**src/rtl/present_pkg.sv**
```systemverilog
// PRESENT-128 shared constants: S-box table, round count,
// round counter width and the controller state encodings.
package present_pkg;

    localparam int ROUNDS = 31;
    localparam int CNT_W  = 5;

    // Nibble n of this word is S(n); index 0 sits in bits [3:0].
    localparam logic [63:0] SBOX_TABLE = 64'h2174_8FE3_DA09_B65C;

    localparam logic [1:0] ST_IDLE = 2'd0;
    localparam logic [1:0] ST_BUSY = 2'd1;
    localparam logic [1:0] ST_DONE = 2'd2;

    typedef logic [CNT_W-1:0] rnd_cnt_t;

endpackage

```
**src/rtl/present_sbox.sv**
```systemverilog
// PRESENT 4-bit S-box, a pure table lookup.
// Used for every data nibble and for the two key-schedule nibbles.
module present_sbox
    import present_pkg::*;
(
    input  logic [3:0] i_nib,
    output logic [3:0] o_nib
);

    assign o_nib = SBOX_TABLE[{i_nib, 2'b00} +: 4];

endmodule

```
**src/rtl/present_encrypt.sv**
```systemverilog
// Iterative PRESENT-128 encryptor: one round per clock,
// 31 rounds then whitening with K32.
module present_encrypt #(
    parameter int ROUNDS = present_pkg::ROUNDS
) (
    input  logic         clk,
    input  logic         reset,
    input  logic         load,
    input  logic [63:0]  plaintext,
    input  logic [127:0] key,
    output logic [63:0]  ciphertext,
    output logic         load_encrypt
);

    import present_pkg::*;

    localparam rnd_cnt_t LAST_RND = rnd_cnt_t'(ROUNDS);

    logic [1:0]   r_fsm;
    rnd_cnt_t     r_cnt;
    logic [63:0]  r_state;
    logic [127:0] r_key;
    logic [63:0]  r_ct;
    logic         r_done;

    logic [63:0]  w_rk;
    logic [63:0]  w_sin;
    logic [63:0]  w_sout;
    logic [63:0]  w_pout;
    logic [127:0] w_rot;
    logic [3:0]   w_ks_hi;
    logic [3:0]   w_ks_lo;
    logic [127:0] w_key_next;
    logic [63:0]  w_ct_next;

    assign w_rk  = r_key[127:64];
    assign w_sin = r_state ^ w_rk;

    for (genvar g = 0; g < 16; g++) begin : g_sbox
        present_sbox u_sbox (
            .i_nib (w_sin[4*g +: 4]),
            .o_nib (w_sout[4*g +: 4])
        );
    end

    // Bit i moves to (16*i) mod 63; bit 63 is fixed.
    for (genvar g = 0; g < 63; g++) begin : g_play
        assign w_pout[(16*g) % 63] = w_sout[g];
    end
    assign w_pout[63] = w_sout[63];

    // Key register rotated left by 61.
    assign w_rot = {r_key[66:0], r_key[127:67]};

    present_sbox u_ks_hi (
        .i_nib (w_rot[127:124]),
        .o_nib (w_ks_hi)
    );

    present_sbox u_ks_lo (
        .i_nib (w_rot[123:120]),
        .o_nib (w_ks_lo)
    );

    assign w_key_next = {
        w_ks_hi,
        w_ks_lo,
        w_rot[119:67],
        w_rot[66:62] ^ r_cnt,
        w_rot[61:0]
    };

    // After the last round the next key is K32.
    assign w_ct_next = w_pout ^ w_key_next[127:64];

    // Load capture, round iteration and result hold.
    always_ff @(posedge clk or negedge reset) begin
        if (!reset) begin
            r_fsm   <= ST_IDLE;
            r_cnt   <= '0;
            r_state <= '0;
            r_key   <= '0;
            r_ct    <= '0;
            r_done  <= 1'b0;
        end else if (load) begin
            r_fsm   <= ST_BUSY;
            r_cnt   <= rnd_cnt_t'(1);
            r_state <= plaintext;
            r_key   <= key;
            r_done  <= 1'b0;
        end else begin
            case (r_fsm)
                ST_BUSY: begin
                    r_state <= w_pout;
                    r_key   <= w_key_next;
                    if (r_cnt == LAST_RND) begin
                        r_ct   <= w_ct_next;
                        r_done <= 1'b1;
                        r_cnt  <= '0;
                        r_fsm  <= ST_DONE;
                    end else begin
                        r_cnt <= r_cnt + rnd_cnt_t'(1);
                    end
                end
                ST_DONE: begin
                    r_fsm <= ST_DONE;
                end
                ST_IDLE: begin
                    r_fsm <= ST_IDLE;
                end
                default: begin
                    r_fsm <= ST_IDLE;
                end
            endcase
        end
    end

    assign ciphertext   = r_ct;
    assign load_encrypt = r_done;

endmodule

```
**config.mk**
```make
export PLATFORM = sky130hd
export DESIGN_NAME = present_encrypt
export DESIGN_NICKNAME = d
export VERILOG_FILES = /design/src/rtl/present_pkg.sv /design/src/rtl/present_sbox.sv /design/src/rtl/present_encrypt.sv
export SDC_FILE = /design/constraint.sdc
export NUM_CORES = 1
export LEC_CHECK = 0
export ABC_AREA = 1
export BUFFER_PORTS_ARGS = -buffer_cell sky130_fd_sc_hd__buf_2
export CORE_ASPECT_RATIO = 1.4
export CORE_MARGIN = 2
export CORE_UTILIZATION = 45
export CTS_CLUSTER_SIZE = 12
export DETAILED_ROUTE_END_ITERATION = 7
export PLACE_DENSITY = 0.66
export RECOVER_POWER = 100
export SYNTH_ARGS = -nofsm -noshare
export SYNTH_HDL_FRONTEND = slang
export SYNTH_SLANG_ARGS = --single-unit
```
**constraint.sdc**
```tcl
create_clock -name clk -period 2.9 [get_ports clk]
set_input_delay 0.58 -clock clk [delete_from_list [all_inputs] [get_ports clk]]
set_output_delay 0.58 -clock clk [all_outputs]
set_load 0.1 [all_outputs]
```
==> flow_metrics.py, run 1 <==
metrics = {
    "synthesis": {
        "ys_seq_elements": 264,
        "synth-seq-area-share_pct": 40.1,
        "ys_types": 22,
        "synth_cells": 2228,
        "syn_nets": 2516,
        "synth_top_area_share_pct": 40.1,
        "synth_ff_type": "dfrtp_1",
        "async_reset_ff_share_pct": 100,
        "syn_avg_cell_area_um2": 7.40,
        "synth_edf_count": 0,
        "ys_warn_count": 0,
        "synth_commonest_cells": "nand2_1 (924), nand3_1 (330), dfrtp_1 (264)",
        "synth_area_um2": 16500,
        "yosys-top-cells-area": "dfrtp_1 (40%), nand2_1 (21%), nand3_1 (10%)",
        "synth_area_leader_cell": "dfrtp_1",
        "yosysMostFrequentCell": "nand2_1",
    },
    "clocking": {
        "cts_max_level": 1,
        "cts-root-buf": "clkbuf_16",
        "numClockSinks": 264,
        "cts_resized": 0,
        "cts_tree": "done",
        "path_clk_slew_ns": 0.06,
        "clkLatencyLatePin_ns": 0.58,
        "cts_max_path_buffers": 3,
        "cts_inserted_buffers": 29,
    },
    "sta": {
        "finClkSkew_ns": 0.0147,
        "period_minus_slack_ns": 2.51,
        "rsz0062_at_grt": "no",
        "tightest_slew_ns": 1.34,
        "hold_viol": 0,
        "fmax_mhz": 399,
        "setup_viol": 0,
        "relSlewSlack_pct": 10.7,
        "tns_ns": 0,
        "finalMaxSlewViolations": 0,
        "holdWs_ns": 0.212,
        "fin_ws_ns": 0.393,
        "min_period_over_period_pct": 86.5,
    },
    "worst_setup_path": {
        "crit_path_start_kind": "register",
        "critPathKind": "register to primary output",
        "arrival_ns": 1.93,
        "crit_required_ns": 2.32,
        "crit_family": "buffers and inverters",
        "crit_slowest_cell": "clkbuf_1",
        "path_cells": "clkbuf_1",
        "worst-path-max-fanout": 2,
        "max_stage_delay_ns": 0.89,
        "worstSetupEndpointType": "primary output",
        "crit_buf_inv": 1,
    },
    "grt": {
        "grt_antenna_before_repair": 0,
        "gr-usage-all-layers_pct": 30.5,
        "grt_pass1_wl_um": 90500,
        "grt-ovfl-total": 0,
        "grt_max_degree": 195,
        "grt_pass1_vias": 15800,
    },
    "power": {
        "power.density_nw_per_um2": 787,
        "p_leak_nw": 10.1,
        "vdd_drop_max_v": 0.000396,
    },
    "final_layout": {
        "final_design_area_no_fill_um2": 19000,
        "fill_cells": 3661,
        "area_growth_pct": 15.4,
        "instances_no_fill": 2940,
        "num_antenna_cells": 0,
        "final_net_count": 2743,
        "final_layout_size_suffix_gt1_share_pct": 10.5,
    },
    "detailed_routing": {
        "wl_um": 59100,
        "viasPerCell": 5.59,
        "num_vias": 16400,
        "drtPass1Iterations": 6,
        "drtAntennaViolNets": 0,
        "avgRoutedWirePerCell_um": 20.1,
        "drc_errors": 0,
        "drt_iter0_markers": 1486,
    },
    "worst_hold_path": {
        "hold_class": "input port to register",
    },
    "placed_design": {
        "gp_congestion": 0.938,
        "hpwl_um": 44100,
        "place_inst": 2890,
        "dp_slack_ns": 0.701,
        "portBuffers": 259,
        "placed_area_um2": 18200,
    },
    "floorplan": {
        "dieArea_um2": 38200,
        "die_w_um": 166,
        "num_io_pins": 260,
        "num_rows": 83,
        "core-area_um2": 36500,
        "initial_utilization_pct": 45.2,
        "die_h_um": 231,
    },
    "job": {
        "cap_violations": 0,
    },
    "outcome": {
        "status": "finished, final reports clean",
    },
}
## cell families (layout without fill, tap and decap cells)
group / Yosys count / after routing / share of synthesized area (%)
AND/OR/NAND/NOR: 1288 / 1288 / 32.0
buffers and inverters: 300 / 545 / 7.63
flip-flops: 264 / 264 / 40.1
XOR/XNOR: 39 / 39 / 2.07
adder cells (fa/ha/maj): 93 / 93 / 7.06
AO/OA/AOI/OAI: 244 / 244 / 11.2
## cells in the final DEF, fill, tap and decap left out, types with 2 or more instances in the layout
| cell | Yosys | layout |
|---|---|---|
| nor2_1 | 29 | 30 |
| clkbuf_8 | 0 | 9 |
| clkinv_2 | 0 | 5 |
| nand3_1 | 330 | 330 |
| a22oi_1 | 58 | 58 |
| clkbuf_2 | 0 | 6 |
| clkbuf_16 | 0 | 29 |
| buf_4 | 0 | 5 |
| o221ai_1 | 110 | 110 |
| buf_12 | 0 | 6 |
| ha_1 | 93 | 93 |
| o21ai_0 | 49 | 49 |
| bufinv_16 | 0 | 3 |
| buf_2 | 21 | 192 |
| inv_1 | 217 | 218 |
| a22o_1 | 2 | 2 |
| dfrtp_1 | 264 | 264 |
| clkbuf_1 | 43 | 68 |
| nand2_1 | 924 | 924 |
| xnor2_1 | 22 | 22 |
| o211ai_1 | 23 | 23 |
| nand3b_1 | 3 | 3 |
| xor2_1 | 17 | 17 |
## state kept, by name (all words and copies together), names as in the netlist
signal and cells:
ciphertext 64, load_encrypt 1, r_cnt 5, r_fsm 2
r_key 128, r_state 64
## power breakdown
group	internal (mW)	total, mW	switching [mW]
Combinational	1.88	6.32	4.44
Sequential	4.21	4.75	0.538
Clock	2.30	3.90	1.60
## worst reg2reg max path: stages, from the launching register on
cell and delay (ns):
dfrtp_1 0.36, inv_1 0.07, ha_1 0.16, inv_1 0.05
nor2_1 0.26, clkinvlp_2 0.29, nor2_4 0.16, clkbuf_2 0.63
nand3_1 0.27, nand2_1 0.12
## final cells by class
| cell class | count | area, um2 | area share [%] |
|---|---|---|---|
| well taps | 467 | 584 | 3.07 |
| clock buffers | 41 | 861 | 4.52 |
| flip-flops and latches | 264 | 6610 | 34.7 |
| clock inverters | 8 | 115 | 0.605 |
| repair buffers | 276 | 1410 | 7.43 |
| inverters | 220 | 830 | 4.36 |
| multi-input cells | 1664 | 8620 | 45.3 |
## path summary, 6_finish.rpt
path / cells past startpoint / startpoint / slack [ns] / endpoint
worst min-delay path: 3 / key[99] / 0.21 / r_key[99]$_DFFE_PN0P_
worst max-delay path: 1 / ciphertext[53]$_DFFE_PN0P_ / 0.39 / ciphertext[53]
max in group asynchronous: 3 / reset / 0.99 / ciphertext[54]$_DFFE_PN0P_
worst min register to register: 2 / ciphertext[44]$_DFFE_PN0P_ / 0.48 / ciphertext[44]$_DFFE_PN0P_
worst max register to register: 9 / r_fsm[1]$_DFFE_PN0P_ / 0.46 / ciphertext[19]$_DFFE_PN0P_
min in group asynchronous: 2 / reset / 0.83 / r_key[26]$_DFFE_PN0P_
## what timing repair did
item                                   in CTS  in global routing
buffers inserted                            0                  0
endpoints found under the hold margin      42                  0
hold buffers                                1                  0
## through the flow
stage          util (%)  power [mW]
3_3_place_gp       49.9        10.9
6_report           52.2        15.0
4_1_cts            52.6        14.9
2_1_floorplan         -        8.91
3_5_place_dp       49.9        11.0
5_1_grt            52.2        16.0
## metal layers
layer	GRT usage, %	share of wire [%]
met5	0	0
met4	18.2	6.6
met3	3.50	6.2
met2	50.9	47
met1	38.3	40
(Power assumes the default switching activity.)
==> run 2, diff against run 1 <==
SYNTH_HIERARCHICAL = 1   (was default)
==> flow_metrics.py, run 2 <==
metrics = {
    "grt": {
        "grt_max_degree": 149,
        "grt_pass1_wl_um": 74200,
        "grt_antenna_before_repair": 0,
        "grt_pass1_vias": 13800,
        "grt-ovfl-total": 0,
        "gr-usage-all-layers_pct": 26.0,
    },
    "synthesis": {
        "yosys-top-cells-area": "dfrtp_1 (42%), nand2_1 (23%), nand3_1 (9.0%)",
        "synth_edf_count": 0,
        "synth-seq-area-share_pct": 41.7,
        "synth_area_um2": 15900,
        "synth_ff_type": "dfrtp_1",
        "syn_avg_cell_area_um2": 7.48,
        "synth_commonest_cells": "nand2_1 (991), nand3_1 (285), dfrtp_1 (264)",
        "synth_area_leader_cell": "dfrtp_1",
        "synth_cells": 2120,
        "ys_warn_count": 6,
        "yosysMostFrequentCell": "nand2_1",
        "ys_seq_elements": 264,
        "ys_types": 23,
        "synth_top_area_share_pct": 41.7,
        "syn_nets": 2408,
        "async_reset_ff_share_pct": 100,
    },
    "worst_setup_path": {
        "crit_slowest_cell": "clkbuf_1",
        "crit_required_ns": 2.32,
        "crit_path_start_kind": "register",
        "crit_buf_inv": 1,
        "max_stage_delay_ns": 0.91,
        "critPathKind": "register to primary output",
        "worst-path-max-fanout": 2,
        "crit_family": "buffers and inverters",
        "r2r_slack_ns": 0.52,
        "path_cells": "clkbuf_1",
        "worstSetupEndpointType": "primary output",
        "arrival_ns": 1.98,
    },
    "sta": {
        "fmax_mhz": 390,
        "tightest_slew_ns": 1.49,
        "fin_ws_ns": 0.338,
        "hold_viol": 0,
        "relSlewSlack_pct": 0.366,
        "period_minus_slack_ns": 2.56,
        "finalMaxSlewViolations": 0,
        "setup_viol": 0,
        "finClkSkew_ns": 0.0127,
        "rsz0062_at_grt": "no",
        "tns_ns": 0,
        "min_period_over_period_pct": 88.3,
    },
    "clocking": {
        "cts_inserted_buffers": 28,
        "path_clk_slew_ns": 0.06,
        "cts_setup_buffers": 0,
        "cts_hold_buffers": 1,
        "cts_max_level": 1,
        "numClockSinks": 264,
        "cts_max_path_buffers": 3,
        "cts_resized": 0,
        "cts-root-buf": "clkbuf_16",
        "cts_tree": "done",
        "clkLatencyLatePin_ns": 0.56,
    },
    "detailed_routing": {
        "drt_iter0_markers": 1065,
        "viasPerCell": 5.12,
        "num_vias": 14400,
        "drtAntennaViolNets": 0,
        "avgRoutedWirePerCell_um": 16.9,
        "drtPass1Iterations": 5,
        "drc_errors": 0,
        "wl_um": 47400,
    },
    "final_layout": {
        "area_growth_pct": 14.5,
        "multiInputGateArea_um2": 8210,
        "final_common_cell": "nand2_1",
        "num_antenna_cells": 0,
        "fill_cells": 3494,
        "largest-register": "r_key",
        "final_cell_mix": "nand2_1 (991), nand3_1 (285), dfrtp_1 (264), buf_2 (192), inv_1 (102)",
        "largest_reg_flops": 128,
        "regArea_um2": 6610,
        "final_net_count": 2620,
        "final_layout_size_suffix_gt1_share_pct": 12.4,
    },
    "floorplan": {
        "die_h_um": 226,
        "core-area_um2": 34900,
        "dieArea_um2": 36800,
        "die_w_um": 163,
        "num_io_pins": 260,
        "initial_utilization_pct": 45.5,
        "num_rows": 81,
    },
    "placed_design": {
        "dp_slack_ns": 0.769,
        "hpwl_um": 35600,
        "portBuffers": 259,
        "gp_congestion": 0.856,
    },
    "power": {
        "power.density_nw_per_um2": 859,
        "power_frac_seq_pct": 30.8,
        "p_leak_nw": 9.42,
        "p_total_mw": 15.6,
        "pwr-share-clk_pct": 22.3,
        "internal_power_mw": 8.72,
        "p_comb_share_pct": 46.9,
        "switching_share_pct": 44.1,
        "vdd_drop_max_v": 0.000489,
        "power.switching_mw": 6.88,
    },
    "outcome": {
        "failed_checks": "max-capacitance violations",
        "status": "finished, violations left",
    },
    "worst_hold_path": {
        "hold_class": "input port to register",
    },
    "job": {
        "cap_violations": 1,
    },
}
==> run 2: cell types whose count changed after synthesis, moves of 47 or more <==
| cell | change |
|---|---|
| a22oi_1 | -53 |
| inv_1 | -115 |
| nand2_1 | +67 |
| o21ai_1 | +52 |
| o221ai_1 | -110 |
| xor2_1 | +47 |
==> run 2: cell type report <==
class	instances	share of cell area [%]
multi-input cells	1638	45.2
repair buffers	277	8.03
inverters	123	2.55
clock inverters	6	0.331
well taps	456	3.14
clock buffers	39	4.37
flip-flops and latches	264	36.4
==> run 2: path summary, 6_finish.rpt <==
| kind | endpoint | cells after the start | startpoint |
|---|---|---|---|
| hold reg to reg | ciphertext[2]$_DFFE_PN0P_ | 2 | ciphertext[2]$_DFFE_PN0P_ |
| setup / recovery | ciphertext[52] | 1 | ciphertext[52]$_DFFE_PN0P_ |
| min in group asynchronous | ciphertext[39]$_DFFE_PN0P_ | 2 | reset |
| hold / removal | r_key[26]$_DFFE_PN0P_ | 3 | key[26] |
| setup reg to reg | r_state[52]$_DFFE_PN0P_ | 7 | r_fsm[1]$_DFFE_PN0P_ |
| max in group asynchronous | ciphertext[2]$_DFFE_PN0P_ | 3 | reset |
==> run 2: through the flow <==
step           instances  hold slack [ns]  area [um2]  utilization (%)
2_1_floorplan       2120            0.284       15900                -
3_3_place_gp        2757            0.463       17400             50.0
3_5_place_dp        2757            0.462       17400             50.0
4_1_cts             2803            0.208       18300             52.4
5_1_grt             2803            0.229       18200             52.1
6_report            2803            0.235       18200             52.1
==> run 2: cells by family after synthesis <==
kind of cell / share of synthesized area, %
DFF: 41.7
buffers and inverters: 6.59
xor gates and xnor gates: 7.07
adders and majority gates: 7.34
AOI/OAI and AO/OA: 3.83
and+or+nand+nor: 33.5
==> run 2: power groups by stage <==
| stage | combinational (mW) | clock, mW | sequential [mW] |
|---|---|---|---|
| 6_report | 7.32 | 3.48 | 4.81 |
| 3_3_place_gp | 7.15 | 0 | 4.84 |
| 3_5_place_dp | 7.34 | 0 | 4.86 |
| 2_1_floorplan | 5.47 | 0 | 4.70 |
| 5_1_grt | 8.26 | 3.69 | 4.88 |
| 4_1_cts | 7.38 | 3.54 | 4.80 |
==> run 2: routing by layer <==
metal	wire, um	global-route usage, %
met1	18700	31.5
met2	23600	45.7
met3	2830	3.40
met4	2310	12.3
met5	0	0
